### config.mk
export PLATFORM = sky130hd
export DESIGN_NAME = bocong_noitiep_flat
export DESIGN_NICKNAME = d
export VERILOG_FILES = /design/src/rtl/bocong_noitiep_pkg.sv /design/src/rtl/bocong_noitiep_if.sv /design/src/rtl/bocong_noitiep_cong4bit.sv /design/src/rtl/bocong_noitiep.sv /design/src/flat_wrapper.sv
export SDC_FILE = /design/constraint.sdc
export NUM_CORES = 1
export LEC_CHECK = 0
export BUFFER_PORTS_ARGS = -buffer_cell sky130_fd_sc_hd__buf_2
export CAP_MARGIN = 40
export CORE_UTILIZATION = 59
export CTS_BUF_LIST = sky130_fd_sc_hd__clkbuf_4 sky130_fd_sc_hd__clkbuf_8
export CTS_CLUSTER_SIZE = 40
export DETAILED_ROUTE_END_ITERATION = 8
export GPL_TIMING_DRIVEN = 0
export PLACE_DENSITY = 0.82
export SLEW_MARGIN = 20
export SYNTH_ARGS = -nofsm -noshare
export SYNTH_HDL_FRONTEND = slang
export SYNTH_SLANG_ARGS = --single-unit
### constraint.sdc
create_clock -name clk -period 4.5 [get_ports clk]
set_input_delay 0 -clock clk [delete_from_list [all_inputs] [get_ports clk]]
set_output_delay 0 -clock clk [all_outputs]
set_load 0.1 [all_outputs]
### src/rtl/bocong_noitiep_pkg.sv
// ---------------------------------------------------------------------------
// bocong_pkg
//   Shared definitions for the nibble-serial adder (bocong_noitiep).
//   - NIB_W            : width of one adder slice (one nibble)
//   - ST_IDLE/RUN/DONE : state encoding constants for the sequencer FSM
//   - state_t          : enum built on those constants
//   - idx_width()      : width of the nibble index counter, never below 1
// ---------------------------------------------------------------------------
package bocong_pkg;

  localparam int NIB_W = 4;

  localparam logic [1:0] ST_IDLE = 2'd0;
  localparam logic [1:0] ST_RUN  = 2'd1;
  localparam logic [1:0] ST_DONE = 2'd2;

  typedef enum logic [1:0] {
    IDLE = ST_IDLE,
    RUN  = ST_RUN,
    DONE = ST_DONE
  } state_t;

  // clog2 of the nibble count, clamped to 1 so a single-nibble build
  // still has a legal (if unused) counter bit.
  function automatic int idx_width(input int nibbles);
    int w;
    if (nibbles > 1) begin
      w = $clog2(nibbles);
    end else begin
      w = 1;
    end
    return w;
  endfunction

endpackage

### src/rtl/bocong_noitiep_if.sv
// ---------------------------------------------------------------------------
// bocong_noitiep_if
//   Operand/result bundle of the nibble-serial adder.
//   master : the requester (drives start, a, b, cin; observes busy/done/s/cout)
//   slave  : the adder itself
//   Signals:
//     start     request strobe, honoured only while the adder is idle
//     a, b      W-bit operands (W = 4*NIBBLES)
//     cin       carry-in
//     busy      adder is running or presenting its result
//     done      one-cycle pulse, s/cout hold the finished result
//     s, cout   registered sum and final carry-out
// ---------------------------------------------------------------------------
interface bocong_noitiep_if
  import bocong_pkg::*;
#(
  parameter int NIBBLES = 4
) ();

  localparam int W = NIB_W * NIBBLES;

  logic         start;
  logic [W-1:0] a;
  logic [W-1:0] b;
  logic         cin;
  logic         busy;
  logic         done;
  logic [W-1:0] s;
  logic         cout;

  modport master (
    output start, a, b, cin,
    input  busy, done, s, cout
  );

  modport slave (
    input  start, a, b, cin,
    output busy, done, s, cout
  );

endinterface

### src/rtl/bocong_noitiep_cong4bit.sv
// ---------------------------------------------------------------------------
// cong4bit
//   Purely combinational 4-bit ripple-carry adder: {cout, s} = a + b + cin.
//   Ports:
//     a, b  [3:0]  addends
//     cin          carry into bit 0
//     cout         carry out of bit 3
//     s     [3:0]  sum
//   Built as an explicit chain of full adders so the carry path is the
//   familiar four-stage ripple.
// ---------------------------------------------------------------------------
module cong4bit (
  input  logic [3:0] a,
  input  logic [3:0] b,
  input  logic       cin,
  output logic       cout,
  output logic [3:0] s
);

  // c[i] is the carry into bit i; c[4] leaves the slice.
  logic [4:0] c;

  assign c[0] = cin;

  for (genvar i = 0; i < 4; i++) begin : g_fa
    logic p;
    assign p        = a[i] ^ b[i];
    assign s[i]     = p ^ c[i];
    assign c[i + 1] = (a[i] & b[i]) | (p & c[i]);
  end

  assign cout = c[4];

endmodule

### src/rtl/bocong_noitiep.sv
// ---------------------------------------------------------------------------
// bocong_noitiep
//   Nibble-serial W-bit adder (W = 4*NIBBLES). A start seen while idle
//   latches both operands and the carry-in; one nibble is then added per
//   clock, LSB first, through a single 4-bit ripple slice, with the carry
//   chained between cycles in a register. After the last nibble the final
//   carry is captured and done pulses for one cycle.
//   Ports:
//     clk   rising-edge clock
//     rst   synchronous, active-high reset
//     bus   bocong_noitiep_if.slave (start/a/b/cin in, busy/done/s/cout out)
//   Latency: start accepted at edge E0, nibbles added at E1..E_NIBBLES,
//   done high in the cycle after E_NIBBLES. Starts arriving while busy
//   (including the done cycle) are dropped.
// ---------------------------------------------------------------------------
module bocong_noitiep
  import bocong_pkg::*;
#(
  parameter int NIBBLES = 4
) (
  input  logic               clk,
  input  logic               rst,
  bocong_noitiep_if.slave    bus
);

  localparam int W     = NIB_W * NIBBLES;
  localparam int IDX_W = idx_width(NIBBLES);
  localparam logic [IDX_W-1:0] IDX_LAST = IDX_W'(NIBBLES - 1);

  if (NIBBLES < 1 || NIBBLES > 16) begin : g_bad_nibbles
    $error("bocong_noitiep: NIBBLES must be in 1..16");
  end

  // ------------------------------------------------------------------
  // State and datapath registers
  // ------------------------------------------------------------------
  state_t                         state_r;
  state_t                         state_nxt_s;

  logic [NIBBLES-1:0][NIB_W-1:0]  opa_r;
  logic [NIBBLES-1:0][NIB_W-1:0]  opb_r;
  logic [NIBBLES-1:0][NIB_W-1:0]  sum_r;
  logic [IDX_W-1:0]               idx_r;
  logic                           carry_r;
  logic                           cout_r;
  logic                           busy_r;
  logic                           done_r;

  // FSM decode strobes
  logic                           load_s;
  logic                           step_s;
  logic                           last_s;

  // Nibble adder hookup
  logic [NIB_W-1:0]               nib_a_s;
  logic [NIB_W-1:0]               nib_b_s;
  logic [NIB_W-1:0]               nib_sum_s;
  logic                           nib_cout_s;

  // ------------------------------------------------------------------
  // The one and only adder slice; idx selects which nibble it sees.
  // ------------------------------------------------------------------
  assign nib_a_s = opa_r[idx_r];
  assign nib_b_s = opb_r[idx_r];

  cong4bit u_cong4bit (
    .a    (nib_a_s),
    .b    (nib_b_s),
    .cin  (carry_r),
    .cout (nib_cout_s),
    .s    (nib_sum_s)
  );

  // Next-state logic and datapath strobes.
  always_comb begin
    state_nxt_s = state_r;
    load_s      = 1'b0;
    step_s      = 1'b0;
    last_s      = 1'b0;
    case (state_r)
      IDLE: begin
        if (bus.start) begin
          load_s      = 1'b1;
          state_nxt_s = RUN;
        end else begin
          state_nxt_s = IDLE;
        end
      end
      RUN: begin
        step_s = 1'b1;
        if (idx_r == IDX_LAST) begin
          last_s      = 1'b1;
          state_nxt_s = DONE;
        end else begin
          state_nxt_s = RUN;
        end
      end
      DONE: begin
        // start is deliberately not looked at here: no queuing.
        state_nxt_s = IDLE;
      end
      default: begin
        state_nxt_s = IDLE;
      end
    endcase
  end

  // State register plus busy/done flags registered from the next state,
  // so both outputs come straight from flops.
  always_ff @(posedge clk) begin
    if (rst) begin
      state_r <= IDLE;
      busy_r  <= 1'b0;
      done_r  <= 1'b0;
    end else begin
      state_r <= state_nxt_s;
      busy_r  <= (state_nxt_s != IDLE);
      done_r  <= (state_nxt_s == DONE);
    end
  end

  // Operand capture, carry chaining, nibble write-back and index counting.
  always_ff @(posedge clk) begin
    if (rst) begin
      opa_r   <= '0;
      opb_r   <= '0;
      sum_r   <= '0;
      idx_r   <= '0;
      carry_r <= 1'b0;
      cout_r  <= 1'b0;
    end else begin
      if (load_s) begin
        opa_r   <= bus.a;
        opb_r   <= bus.b;
        carry_r <= bus.cin;
        idx_r   <= '0;
      end else if (step_s) begin
        sum_r[idx_r] <= nib_sum_s;
        carry_r      <= nib_cout_s;
        if (last_s) begin
          // Park the index at 0 so it never walks past the top nibble.
          idx_r  <= '0;
          cout_r <= nib_cout_s;
        end else begin
          idx_r  <= idx_r + IDX_W'(1);
        end
      end else begin
        idx_r <= idx_r;
      end
    end
  end

  assign bus.busy = busy_r;
  assign bus.done = done_r;
  assign bus.s    = W'(sum_r);
  assign bus.cout = cout_r;

endmodule

### src/flat_wrapper.sv
// flat-port wrapper written by rule: the top's interface ports become plain ports
module bocong_noitiep_flat import bocong_pkg::*;
#(
  parameter int NIBBLES = 4
)
  (clk, rst, bus_start, bus_a, bus_b, bus_cin, bus_busy, bus_done, bus_s, bus_cout);
  bocong_noitiep_if #(.NIBBLES(NIBBLES)) bus_i ();
  input  logic clk;
  input  logic rst;
  input wire logic [$bits(bus_i.start)-1:0] bus_start;
  input wire logic [$bits(bus_i.a)-1:0] bus_a;
  input wire logic [$bits(bus_i.b)-1:0] bus_b;
  input wire logic [$bits(bus_i.cin)-1:0] bus_cin;
  output wire logic [$bits(bus_i.busy)-1:0] bus_busy;
  output wire logic [$bits(bus_i.done)-1:0] bus_done;
  output wire logic [$bits(bus_i.s)-1:0] bus_s;
  output wire logic [$bits(bus_i.cout)-1:0] bus_cout;
  assign bus_i.start = bus_start;
  assign bus_i.a = bus_a;
  assign bus_i.b = bus_b;
  assign bus_i.cin = bus_cin;
  assign bus_busy = bus_i.busy;
  assign bus_done = bus_i.done;
  assign bus_s = bus_i.s;
  assign bus_cout = bus_i.cout;
  bocong_noitiep #(.NIBBLES(NIBBLES)) u_core (.clk(clk), .rst(rst), .bus(bus_i));
endmodule
# After elaboration in Yosys (flattened, before gate mapping)
# Cells that the tools add are included.
totals:
  regBits: 56
  latch_bits: 0
  mem_bits_rw: 0
  rom_bits: 0
  inputBits: 36
  out_inout_bits: 19
  elab_cells: 70
  n_memories: 0
classes:
  addsub: 1
  multipliers: 0
  n_div: 0
  n_lt_le_gt_ge: 2
  eq_ne: 3
  n_shift: 0
  mux: 18
  bitwise: 21
  n_reduce_logical: 7
op_table:
  columns: ["operator", "n"]
  rows:
  - ["binary-select mux 4 bit (select 2 bit)", 2]
  - ["bitwise mux 16 bit", 1]
  - ["2-to-1 mux 4 bit", 3]
  - ["bitwise AND 1 bit", 8]
  - ["demux 4 bit (select 2 bit)", 1]
  - ["2-to-1 mux 1 bit", 8]
  - ["XOR 1 bit", 8]
  - ["equality test 2 bit, second input constant", 2]
  - ["2-to-1 mux 2 bit", 2]
  - ["bitwise OR 1 bit", 4]
  - ["case mux 2 bit (2 select lines)", 1]
  - ["nonzero test 2 bit", 2]
  - ["less-than comparator 2 x 3 -> 1 bit, second input constant", 1]
  - ["AND reduction 3 bit", 1]
  - ["adder 2 x 1 -> 2 bit, second input constant", 1]
  - ["equality test 2 x 1 -> 1 bit, second input constant", 1]
  - [">= comparator 2 x 1 -> 1 bit, second input constant", 1]
  - ["zero test 2 bit", 1]
  - ["AND reduction 2 bit", 1]
  - ["OR reduction 2 bit", 1]
  - ["logical AND 1 bit", 1]
  - ["NOT 1 bit", 1]

# Longest topological paths before layout
# Gate-level depths: netlist (run 1).
logic_depth:
  depth_word: 13
  depth_mapped: 11
  ltp_nobuf: 10

# By module
# Synthesis (run 1) repeated with hierarchy kept, for this count alone.
hier_totals:
  cells_unflattened: 256
  hier_area_um2: 2397.3
modules_own_cells:
  columns: ["mod", "instances", "cells_per_inst", "area_each_um2", "seq_area_each_um2"]
  rows:
  - ["bocong_noitiep", 1, 242, 2279.7, 1121.1]
  - ["cong4bit", 1, 14, 117.6, 0.0]

# Worst setup path before layout (run 1)
# Ideal clock, no wire load.
synth_timing:
  path_type: "register -> register"
  start: "register u_core.idx_r[0]"
  end: "register u_core.sum_r (netlist bit u_core.bus.s[11])"
  setup_time_ps: 86
  arrival_ps: 2976
  required_time_ps: 4414
  path_slack_ps: 1438
  stages_incl_launch_ff: 11
  n_path_buf: 1
  period_less_slack_ps: 3062
  cell_sequence: "dfxtp_1 buf_2 mux4_2 inv_1 fa_1 inv_1 fa_1 fa_1 inv_1 fa_1 a211oi_1"
synth_between:
  elab_chain_cells: 11
  word_cells_on_any_way: 24
  cone_classes: "order compare: 2; mux: 7; bitwise: 14; reduce/logical: 1"
synth_rtl:
  columns: ["element", "line_no", "rtl"]
  rows:
  - ["start, declared", "bocong_noitiep.sv:43", "logic [IDX_W-1:0] idx_r;"]
  - ["start signal, assigned", "bocong_noitiep.sv:145", "idx_r <= idx_r + IDX_W'(1);"]
  - ["start signal, assigned", "bocong_noitiep.sv:148", "idx_r <= idx_r;"]
  - ["binary-select mux 4 bit (select 2 bit), on equally long branches", "bocong_noitiep.sv:63, bocong_noitiep.sv:64", null]
  - ["2-to-1 mux 4 bit, on equally long branches", "bocong_noitiep.sv:63, bocong_noitiep.sv:64", null]
  - ["XOR 1 bit", "bocong_noitiep_cong4bit.sv:27", "assign p = a[i] ^ b[i];"]
  - ["bitwise AND 1 bit", "bocong_noitiep_cong4bit.sv:29", "assign c[i + 1] = (a[i] & b[i]) | (p & c[i]);"]
  - ["bitwise OR 1 bit", "bocong_noitiep_cong4bit.sv:29", null]
  - ["bitwise AND 1 bit", "bocong_noitiep_cong4bit.sv:29", null]
  - ["bitwise OR 1 bit", "bocong_noitiep_cong4bit.sv:29", null]
  - ["bitwise AND 1 bit", "bocong_noitiep_cong4bit.sv:29", null]
  - ["bitwise OR 1 bit", "bocong_noitiep_cong4bit.sv:29", null]
  - ["XOR 1 bit", "bocong_noitiep_cong4bit.sv:28", "assign s[i] = p ^ c[i];"]
  - ["bitwise mux 16 bit (*)", "bocong_noitiep.sv:138", "sum_r[idx_r] <= nib_sum_s;"]
  - ["end signal, assigned by index", "bocong_noitiep.sv:138", null]
  - ["end, declared", "bocong_noitiep.sv:42", "logic [NIBBLES-1:0][NIB_W-1:0] sum_r;"]
# Mark *: on every way between the ends. The rest lies on a longest branch, timed or not. The select of a mux whose other input is x is not followed.
# A chain may end at the register's enable or synchronous reset.

# Final worst setup path (run 1)
layout_timing:
  start: "register u_core.idx_r[0]"
  end: "register u_core.sum_r (netlist bit u_core.bus.s[15])"
# The elaborated chain is that of the path after synthesis.

==> flow_summary.yaml, run 1 <==
synthesis:
  synth_top_cell_by_area: "dfxtp_1"
  netlist_instances: 255
  synth_edf_count: 0
  ys_top_cells_by_area: "dfxtp_1 48%, nand2_1 10%, mux4_2 7.7%"
  yosys_warnings: 0
  syn_nets: 299
  synth_cell_type_count: 22
  yosys.area.top_type_share: 0.4789
  seq_area_frac_synth: 0.4789
  ys_top_cells_by_count: "65 x nand2_1, 56 x dfxtp_1, 33 x a21oi_1"
  netlist_area_um2: 2341
  async_flop_share: 0
  synth.most_common_cell: "nand2_1"
  avgSynthCellArea_um2: 9.180
  synth_flop_cell: "dfxtp_1"
  ys_ff_latch: 56
global_routing:
  met3_usage: 0.07570
  grt_remaining_overflow: 0
  grt_usage: 0.3069
  met2_usage: 0.5768
  top_usage_layer: "met2"
  grt_pass1_vias: 2203
  grt_start_max_net_pins: 19
  grt_pass1_wl_um: 9515
  global_route.usage.met1: 0.3187
  antenna_found_initial: 0
run:
  drv_cap: 0
die:
  die_area_um2: 4224
  die-width_um: 64.99
  start_util: 0.6253
  die_h_um: 64.99
  ioPinCount: 55
  rows: 22
  core_um2: 3744
clock_network:
  cts_made_buffers: 5
  cts.htree.levels: 2
  cts.clk_slew.worst_paths_ns: 0.11
  clock-sinks: 56
  insertion_delay_ns: 0.32
  clock-root-buffer: "clkbuf_8"
  cts_tree: "built"
  clk_path_buf_depth: 2
outcome:
  status: "completed"
place:
  port_buffers: 53
  pre_cts_slack_ns: 1.134
  hpwlAfterDp_um: 3512
  dpl.cell_count: 356
  place_congestion: 0.7795
sta:
  fmax_ghz: 0.2957
  clock_skew_ns: 0.008039
  hold_viol_final: 0
  timing.final.ws_setup_ns: 1.118
  fin_crit_ns: 3.382
  timing.final.crit_share: 0.7515
  setup_tns_ns: 0
  rsz0062_at_grt: "false"
  setup_viol: 0
  tightest_slew_ns: 0.5929
  timing.slew.headroom: 0.6048
  drv_slew: 0
final_layout:
  finalNetCount: 393
  drive_above_1_share: 0.2400
  stdcell_count: 398
  antennaDiodeCount: 0
  area_delta_synth_final_pct: 33.40
  fillers: 241
  final_util: 0.8342
critical_path:
  crit_arrival_ns: 3.62
  start_kind: "flip-flop"
  critPathKind: "flip-flop to flip-flop"
  crit_required_ns: 4.74
  critPathCaptureType: "flip-flop"
  r2r_cells: 10
  reg2reg_slack_ns: 1.12
  critical_path.max_fanout: 10
detailed_routing:
  drt_wl_total_um: 5884
  vias: 2128
  dr.pass1.iters: 4
  wl_per_cell_um: 14.78
  initialDrtViolationCount: 100
  vias_per_cell: 5.347
  drc: 0
  ant_nets: 0
power_and_ir_drop:
  ir_drop_mv: 0.2652
  finalPower_mw: 1.065
  power_density_nw_per_um2: 341.1
  p_leak_nw: 1.335
worst_hold_path:
  hold_depth: 2
  hold_path.class: "input pin to flip-flop"
[worst max-delay path: stages (launching register included)]
cell and delay [ns]:
dfxtp_1 0.43, buf_2 0.33, mux4_2 0.54, inv_1 0.09, fa_1 0.18, inv_1 0.06, fa_1 0.44, fa_1 0.44
inv_1 0.10, fa_1 0.46, a211oi_1 0.22
[power by group]
part           internal [mW]  switching [mW]  total [mW]
Combinational         0.0772           0.115       0.192
Clock                  0.168           0.173       0.341
Sequential             0.519          0.0126       0.532
Total                  0.764           0.301        1.07
[final cells by class]
class | instances | area, µm² | area share
Buffer | 21 | 108.9 | 0.03486
Clock buffer | 5 | 68.82 | 0.02204
Clock inverter | 3 | 47.55 | 0.01522
Inverter | 10 | 37.54 | 0.01202
Multi-Input combinational cell | 168 | 1074 | 0.3437
Sequential cell | 56 | 1121 | 0.3590
Tap cell | 48 | 60.06 | 0.01923
Timing Repair Buffer | 87 | 605.6 | 0.1939
[final timing paths]
check,from,end
setup reg to reg,u_core.idx_r[0],u_core.bus.s[15]
hold / removal,rst,u_core.bus.done
hold reg to reg,u_core.opa_r[6],u_core.opa_r[6]
setup / recovery,u_core.idx_r[0],u_core.bus.s[15]
[cells in the final DEF, fill, tap and decap left out]
cell,count
mux4_2,8
a21oi_1,33
bufinv_16,1
nand2_1,65
nor3_1,2
clkbuf_1,6
clkinv_4,2
nor3b_2,1
or3b_1,1
fa_1,4
a22oi_1,2
ha_1,4
dfxtp_1,56
buf_6,2
and3b_1,4
buf_2,65
nor2b_1,3
inv_1,10
clkbuf_8,5
dlygate4sd3_1,34
nor2_1,21
o211a_1,1
a211oi_1,9
o21bai_1,1
buf_1,1
mux2i_1,9
[timing repair]
action                     4_1_cts  5_1_grt
setup endpoints to repair        0        0
buffers inserted                 0        0
hold buffers                    34        0
gates resized for setup          0        0
hold endpoints to repair        34        0
[kinds of logic after synthesis]
group | after synthesis | synth area share
adder cells (fa/ha/maj) | 8 | 0.05559
AO/OA/AOI/OAI | 46 | 0.1133
multiplexers | 17 | 0.1154
buffers and inverters | 31 | 0.06253
AND/OR/NAND/NOR | 97 | 0.1742
flip-flops | 56 | 0.4789
[routing by layer]
metal | share of wire | vias to the layer above
met5 | 0 | -
met4 | 0.027 | 0
met3 | 0.046 | 19
met2 | 0.53 | 86
met1 | 0.39 | 992
li1 | - | 1031
[registers in the layout, indices dropped and copies added (netlist names), 2 cells and up]
register        count
u_core.bus.s       16
u_core.idx_r        2
u_core.opa_r       16
u_core.opb_r       16
u_core.state_r      2
[stage by stage]
step                cell area [µm²]  hold WS, ns
finish                         3123       0.1071
global route                   3123       0.1288
global placement               2666       0.2415
CTS                            3123       0.1023
floorplan                      2341       0.1360
detailed placement             2666       0.2486
(Power assumes the default switching activity.)
==> inputs of run 2 (changes only) <==
--- a/config.mk
+++ b/config.mk
@@ -7,12 +7,12 @@
 export LEC_CHECK = 0
 export BUFFER_PORTS_ARGS = -buffer_cell sky130_fd_sc_hd__buf_2
 export CAP_MARGIN = 40
-export CORE_UTILIZATION = 59
+export CORE_UTILIZATION = 55
 export CTS_BUF_LIST = sky130_fd_sc_hd__clkbuf_4 sky130_fd_sc_hd__clkbuf_8
 export CTS_CLUSTER_SIZE = 40
 export DETAILED_ROUTE_END_ITERATION = 8
 export GPL_TIMING_DRIVEN = 0
-export PLACE_DENSITY = 0.82
+export PLACE_DENSITY = 0.77
 export SLEW_MARGIN = 20
 export SYNTH_ARGS = -nofsm -noshare
 export SYNTH_HDL_FRONTEND = slang
==> constraint.sdc (replaced) <==
create_clock -name clk -period 3.27 [get_ports clk]
set_input_delay 0 -clock clk [delete_from_list [all_inputs] [get_ports clk]]
set_output_delay 0 -clock clk [all_outputs]
set_load 0.1 [all_outputs]
==> run 2 against run 1 <==
Compared with the run above: global-route usage decreased by 3.6 points; combinational power up 38%; wire length fell by 5.3%; worst setup slack lost 0.98 ns; final cell count is 0.50% higher; via count down 4.4%; maximum frequency rose by 7.8%; utilization down 6.4 points; flip-flop and latch count unchanged.
==> flow_summary.yaml, run 2 (same netlist as run 1, synthesis figures left out) <==
final_layout:
  final_common_cell: "nand2_1"
  fillers: 286
  seqCellArea_um2: 1125
  final_util: 0.7700
  multiInputGateArea_um2: 1076
  area_delta_synth_final_pct: 33.46
  finalNetCount: 393
  drive_above_1_share: 0.2486
  antennaDiodeCount: 0
  final_cell_mix: "65 x nand2_1, 64 x buf_2, 55 x dfxtp_1"
clock_network:
  clock-sinks: 56
  clk_path_buf_depth: 2
  insertion_delay_ns: 0.31
  cts_tree: "built"
  cts.clk_slew.worst_paths_ns: 0.09
  cts.htree.levels: 2
  cts_setup_buffers: 0
  cts_made_buffers: 5
  clock-root-buffer: "clkbuf_8"
sta:
  timing.slew.headroom: 0.6628
  timing.final.ws_setup_ns: 0.1344
  timing.final.crit_share: 0.9589
  hold_viol_final: 0
  tightest_slew_ns: 0.5058
  rsz0062_at_grt: "true"
  setup_viol: 0
  setup_tns_ns: 0
  fmax_ghz: 0.3189
  fin_crit_ns: 3.136
  drv_slew: 0
  clock_skew_ns: 0.006418
global_routing:
  grt_pass1_wl_um: 8852
  grt_usage: 0.2711
  grt_start_max_net_pins: 16
  antenna_found_initial: 0
  grt_pass1_vias: 1950
  grt_remaining_overflow: 0
die:
  start_util: 0.5769
  ioPinCount: 55
  core_um2: 4058
  die_area_um2: 4521
  die_h_um: 67.24
  die-width_um: 67.24
  rows: 23
place:
  port_buffers: 53
  hpwlAfterDp_um: 3397
  pre_cts_slack_ns: -0.1045
  place_congestion: 0.7874
critical_path:
  reg2reg_slack_ns: 0.13
  crit_required_ns: 3.50
  crit_arrival_ns: 3.37
  critPathCaptureType: "flip-flop"
  critical_path.max_fanout: 10
  start_kind: "flip-flop"
  r2r_end: "u_core.bus.s[15]"
  r2r_start: "u_core.idx_r[0]"
  critPathKind: "flip-flop to flip-flop"
  r2r_cells: 10
detailed_routing:
  drt_wl_total_um: 5572
  ant_nets: 0
  vias: 2034
  initialDrtViolationCount: 96
  drc: 0
  vias_per_cell: 5.085
  dr.pass1.iters: 4
  wl_per_cell_um: 13.93
worst_hold_path:
  hold_path.class: "input pin to flip-flop"
  hp-start: "rst"
  hold_depth: 2
  whs_endpoint: "u_core.opa_r[15]"
power_and_ir_drop:
  p_leak_nw: 1.336
  finalPower_mw: 1.398
  ir_drop_mv: 0.3288
  power_density_nw_per_um2: 447.6
outcome:
  status: "completed"
run:
  drv_cap: 0
==> run 2: repair_timing <==
item                                    CTS  global route
hold buffers                             34             0
gates resized for setup                   3             4
endpoints found under the hold margin    34             0
endpoints found under the setup margin    4             4
==> run 2: cell type report <==
class                   instances  share of cell area
flip-flops and latches         56              0.3600
multi-input cells             168              0.3444
repair buffers                 87              0.1938
plain buffers                  21             0.03845
clock buffers                   8             0.03124
well taps                      50             0.02002
inverters                      10             0.01201
==> run 2: how the worst max path moves through the flow <==
| stage | end | from | cells after the start | slack, ns |
|---|---|---|---|---|
| 2_1_floorplan | u_core.bus.s[11] | u_core.idx_r[0] | 10 | 0.21 |
| 3_3_place_gp | u_core.bus.s[11] | u_core.idx_r[0] | 10 | -0.05 |
| 3_5_place_dp | u_core.bus.s[15] | u_core.idx_r[0] | 10 | -0.10 |
| 4_1_cts | u_core.bus.s[15] | u_core.idx_r[0] | 10 | 0.03 |
| 5_1_grt | u_core.bus.s[15] | u_core.idx_r[0] | 10 | -0.02 |
| 6_report | u_core.bus.s[15] | u_core.idx_r[0] | 10 | 0.13 |
==> run 2: worst max-delay path, stage by stage, from the launching register on <==
cell and delay [ns]:
dfxtp_4 0.40, buf_8 0.16, mux4_2 0.52, inv_1 0.09, fa_1 0.16, inv_1 0.05, fa_1 0.46, fa_1 0.44
inv_1 0.10, fa_2 0.47, a211oi_1 0.21
==> run 2: power by group <==
| part | total [mW] | internal (mW) | switching [mW] |
|---|---|---|---|
| Combinational | 0.265 | 0.109 | 0.156 |
| Sequential | 0.731 | 0.714 | 0.0170 |
| Clock | 0.402 | 0.190 | 0.212 |
| Total | 1.40 | 1.01 | 0.386 |
==> run 2: through the flow <==
step	cell area, µm²	hold WS, ns	instances
floorplan	2341	0.1360	255
global placement	2669	0.2419	358
detailed placement	2669	0.2460	358
CTS	3114	0.1067	400
global route	3124	0.1118	400
finish	3124	0.1019	400
==> run 2: routing by layer <==
metal | up-vias | wire, µm | GRT usage
met5 | - | 0 | 0
met4 | 0 | 94 | 0.06915
met3 | 10 | 288 | 0.06926
met2 | 75 | 2877 | 0.4925
met1 | 921 | 2311 | 0.3140
li1 | 1028 | - | -
==> inputs of run 3 (changes only) <==
--- a/config.mk
+++ b/config.mk
@@ -16,4 +16,5 @@
 export SLEW_MARGIN = 20
 export SYNTH_ARGS = -nofsm -noshare
 export SYNTH_HDL_FRONTEND = slang
+export SYNTH_HIERARCHICAL = 1
 export SYNTH_SLANG_ARGS = --single-unit
==> run 3 against run 2 <==
Compared with the run above: synthesized cell count up 0.39%; utilization increased by 0.99 points; die area grew 2.3%; worst hold slack lost 0.091 ns; clock skew rose by 0.0047 ns; flip-flop and latch count unchanged; combinational power is 5% lower; final area is 2.0% higher; critical path type unchanged.
==> flow_summary.yaml, run 3 <==
worst_hold_path:
  hold_depth: 3
  hold_path.class: "input pin to flip-flop"
detailed_routing:
  initialDrtViolationCount: 127
  wl_per_cell_um: 13.62
  ant_nets: 0
  vias: 2058
  dr.pass1.iters: 4
  drc: 0
  drt_wl_total_um: 5448
  vias_per_cell: 5.145
final_layout:
  antennaDiodeCount: 0
  final_cell_mix: "60 x buf_2, 55 x dfxtp_1, 54 x nand2_1"
  fillers: 288
  final_common_cell: "buf_2"
  drive_above_1_share: 0.2714
  stdcell_count: 400
  seqCellArea_um2: 1125
  finalInstanceArea_um2: 3187
  area_delta_synth_final_pct: 32.93
  multiInputGateArea_um2: 1129
  finalNetCount: 393
power_and_ir_drop:
  ir_drop_mv: 0.2613
  p_sw_mw: 0.3909
  clkPwrFrac: 0.326
  power_density_nw_per_um2: 458.6
  seqPwrFrac: 0.501
  intPower_mw: 1.070
  comb_power_share: 0.173
  p_leak_nw: 1.474
  swShare: 0.2675
critical_path:
  r2r_start: "u_core/idx_r[0]"
  cp_num_buf_inv: 5
  critical_path.max_fanout: 10
  crit_arrival_ns: 3.35
  reg2reg_slack_ns: 0.18
  cp-endpoint: "u_core/bus.s[15]"
  crit_family: "adder cells"
  critical_path_depth: 12
  r2r_cells: 12
  slowest_delay_ns: 0.53
  start_kind: "flip-flop"
  slowest_stage: "mux4_2"
  crit_required_ns: 3.53
  crit_start: "u_core/idx_r[0]"
  critPathCaptureType: "flip-flop"
  crit_chain: "buf_8 -> mux4_2 -> inv_1 -> fa_1 -> inv_1 -> fa_1 -> fa_1 -> inv_1 -> fa_1 -> inv_1 -> mux2i_1 -> nor2_1"
  critPathKind: "flip-flop to flip-flop"
  r2r_end: "u_core/bus.s[15]"
synthesis:
  yosys_warnings: 6
  ys_top_cells_by_count: "56 x dfxtp_1, 54 x nand2_1, 33 x a21oi_1"
  seq_area_frac_synth: 0.4676
  netlist_area_um2: 2397
  syn_nets: 300
  synth_cell_type_count: 25
  ys_top_cells_by_area: "dfxtp_1 47%, nand2_1 8.5%, mux2i_1 7.5%"
  synth_edf_count: 0
  async_flop_share: 0
  netlist_instances: 256
  synth_top_cell_by_area: "dfxtp_1"
  ys_ff_latch: 56
  avgSynthCellArea_um2: 9.364
  synth_flop_cell: "dfxtp_1"
  yosys.area.top_type_share: 0.4676
  synth.most_common_cell: "dfxtp_1"
place:
  port_buffers: 54
  place_congestion: 0.8381
  placed_area_um2: 2730
  hpwlAfterDp_um: 3495
  dpl.cell_count: 360
sta:
  timing.final.crit_share: 0.9463
  hold_viol_final: 0
  rsz0062_at_grt: "false"
  fin_crit_ns: 3.095
  tightest_slew_ns: 0.5455
  timing.slew.headroom: 0.6364
  setup_viol: 0
  clock_skew_ns: 0.01114
  fmax_ghz: 0.3232
  setup_tns_ns: 0
  drv_slew: 0
clock_network:
  cts.clk_slew.worst_paths_ns: 0.10
  clock-sinks: 56
  cts.htree.levels: 2
  cts_setup_buffers: 0
  cts_tree: "built"
  clk_path_buf_depth: 2
  insertion_delay_ns: 0.32
  clock-root-buffer: "clkbuf_8"
  cts_made_buffers: 5
die:
  die_h_um: 68.02
  ioPinCount: 55
  core_um2: 4086
  start_util: 0.5867
  die_area_um2: 4627
  rows: 23
  die-width_um: 68.02
global_routing:
  grt_usage: 0.2656
  grt_pass1_wl_um: 8763
  grt_start_max_net_pins: 18
  grt_pass1_vias: 1961
  antenna_found_initial: 0
  grt_remaining_overflow: 0
outcome:
  status: "completed"
run:
  drv_cap: 0
run 3: final cells by class:
cell class	count	share of cell area
Sequential cell	56	0.3530
Tap cell	50	0.01963
Inverter	14	0.01649
Clock inverter	2	0.01217
Clock buffer	6	0.02591
Multi-Input combinational cell	169	0.3541
Buffer	17	0.03337
Timing Repair Buffer	86	0.1853
run 3: metrics by stage:
step	utilization	power (mW)	worst slack, ns	hold WS (ns)
6_report	0.7799	1.461	0.1755	0.01127
5_1_grt	0.7799	1.528	0.009655	0.01391
4_1_cts	0.7768	1.466	0.02519	0.004302
3_5_place_dp	0.6681	0.9659	0.01534	0.2464
3_3_place_gp	0.6681	0.9600	0.05586	0.2409
2_1_floorplan	-	0.9056	0.3063	0.1359
run 3: power groups by stage:
stage | logic [mW] | clock network [mW] | registers (mW)
after global routing | 0.275 | 0.517 | 0.736
after detailed placement | 0.218 | 0 | 0.748
after floorplan | 0.120 | 0 | 0.786
after CTS | 0.249 | 0.485 | 0.732
final | 0.253 | 0.476 | 0.732
after global placement | 0.214 | 0 | 0.746
run 3: how the worst min path moves through the flow:
stage               startpoint          endpoint  slack (ns)
floorplan            bus_a[11]  u_core/opa_r[11]        0.14
global placement      bus_b[8]   u_core/opb_r[8]        0.24
detailed placement    bus_a[5]   u_core/opa_r[5]        0.25
CTS                        rst    u_core/carry_r       0.004
global route               rst    u_core/carry_r        0.01
finish                     rst    u_core/carry_r        0.01
run 3: kinds of logic (layout without fill, tap and decap cells):
kind of cell,count (synthesis),after routing,synth area share
fa+ha+maj,8,8,0.05428
compound gates,37,37,0.08247
mux,26,26,0.1503
buf+inv,31,125,0.06159
flops,56,56,0.4676
simple gates,98,98,0.1837
run 3: worst reg2reg max path: cells and delay by family (launching register included):
kind,cells,cell delay (ns)
multiplexers,2,0.61
flip-flops,1,0.40
adder cells (fa/ha/maj),4,1.39
AND/OR/NAND/NOR,1,0.08
buffers and inverters,5,0.54
run 3: per-layer routing:
metal	wire length, µm	vias up	track usage
met5	0	-	0
met4	116	0	0.1328
met3	201	14	0.07000
met2	2793	52	0.4547
met1	2337	964	0.3026
li1	-	1028	-
run 3: what timing repair did:
item,in CTS,in global routing
resized for setup,1,6
endpoints found under the hold margin,32,0
setup endpoints to repair,4,4
pin swaps,0,0
hold buffers,32,0
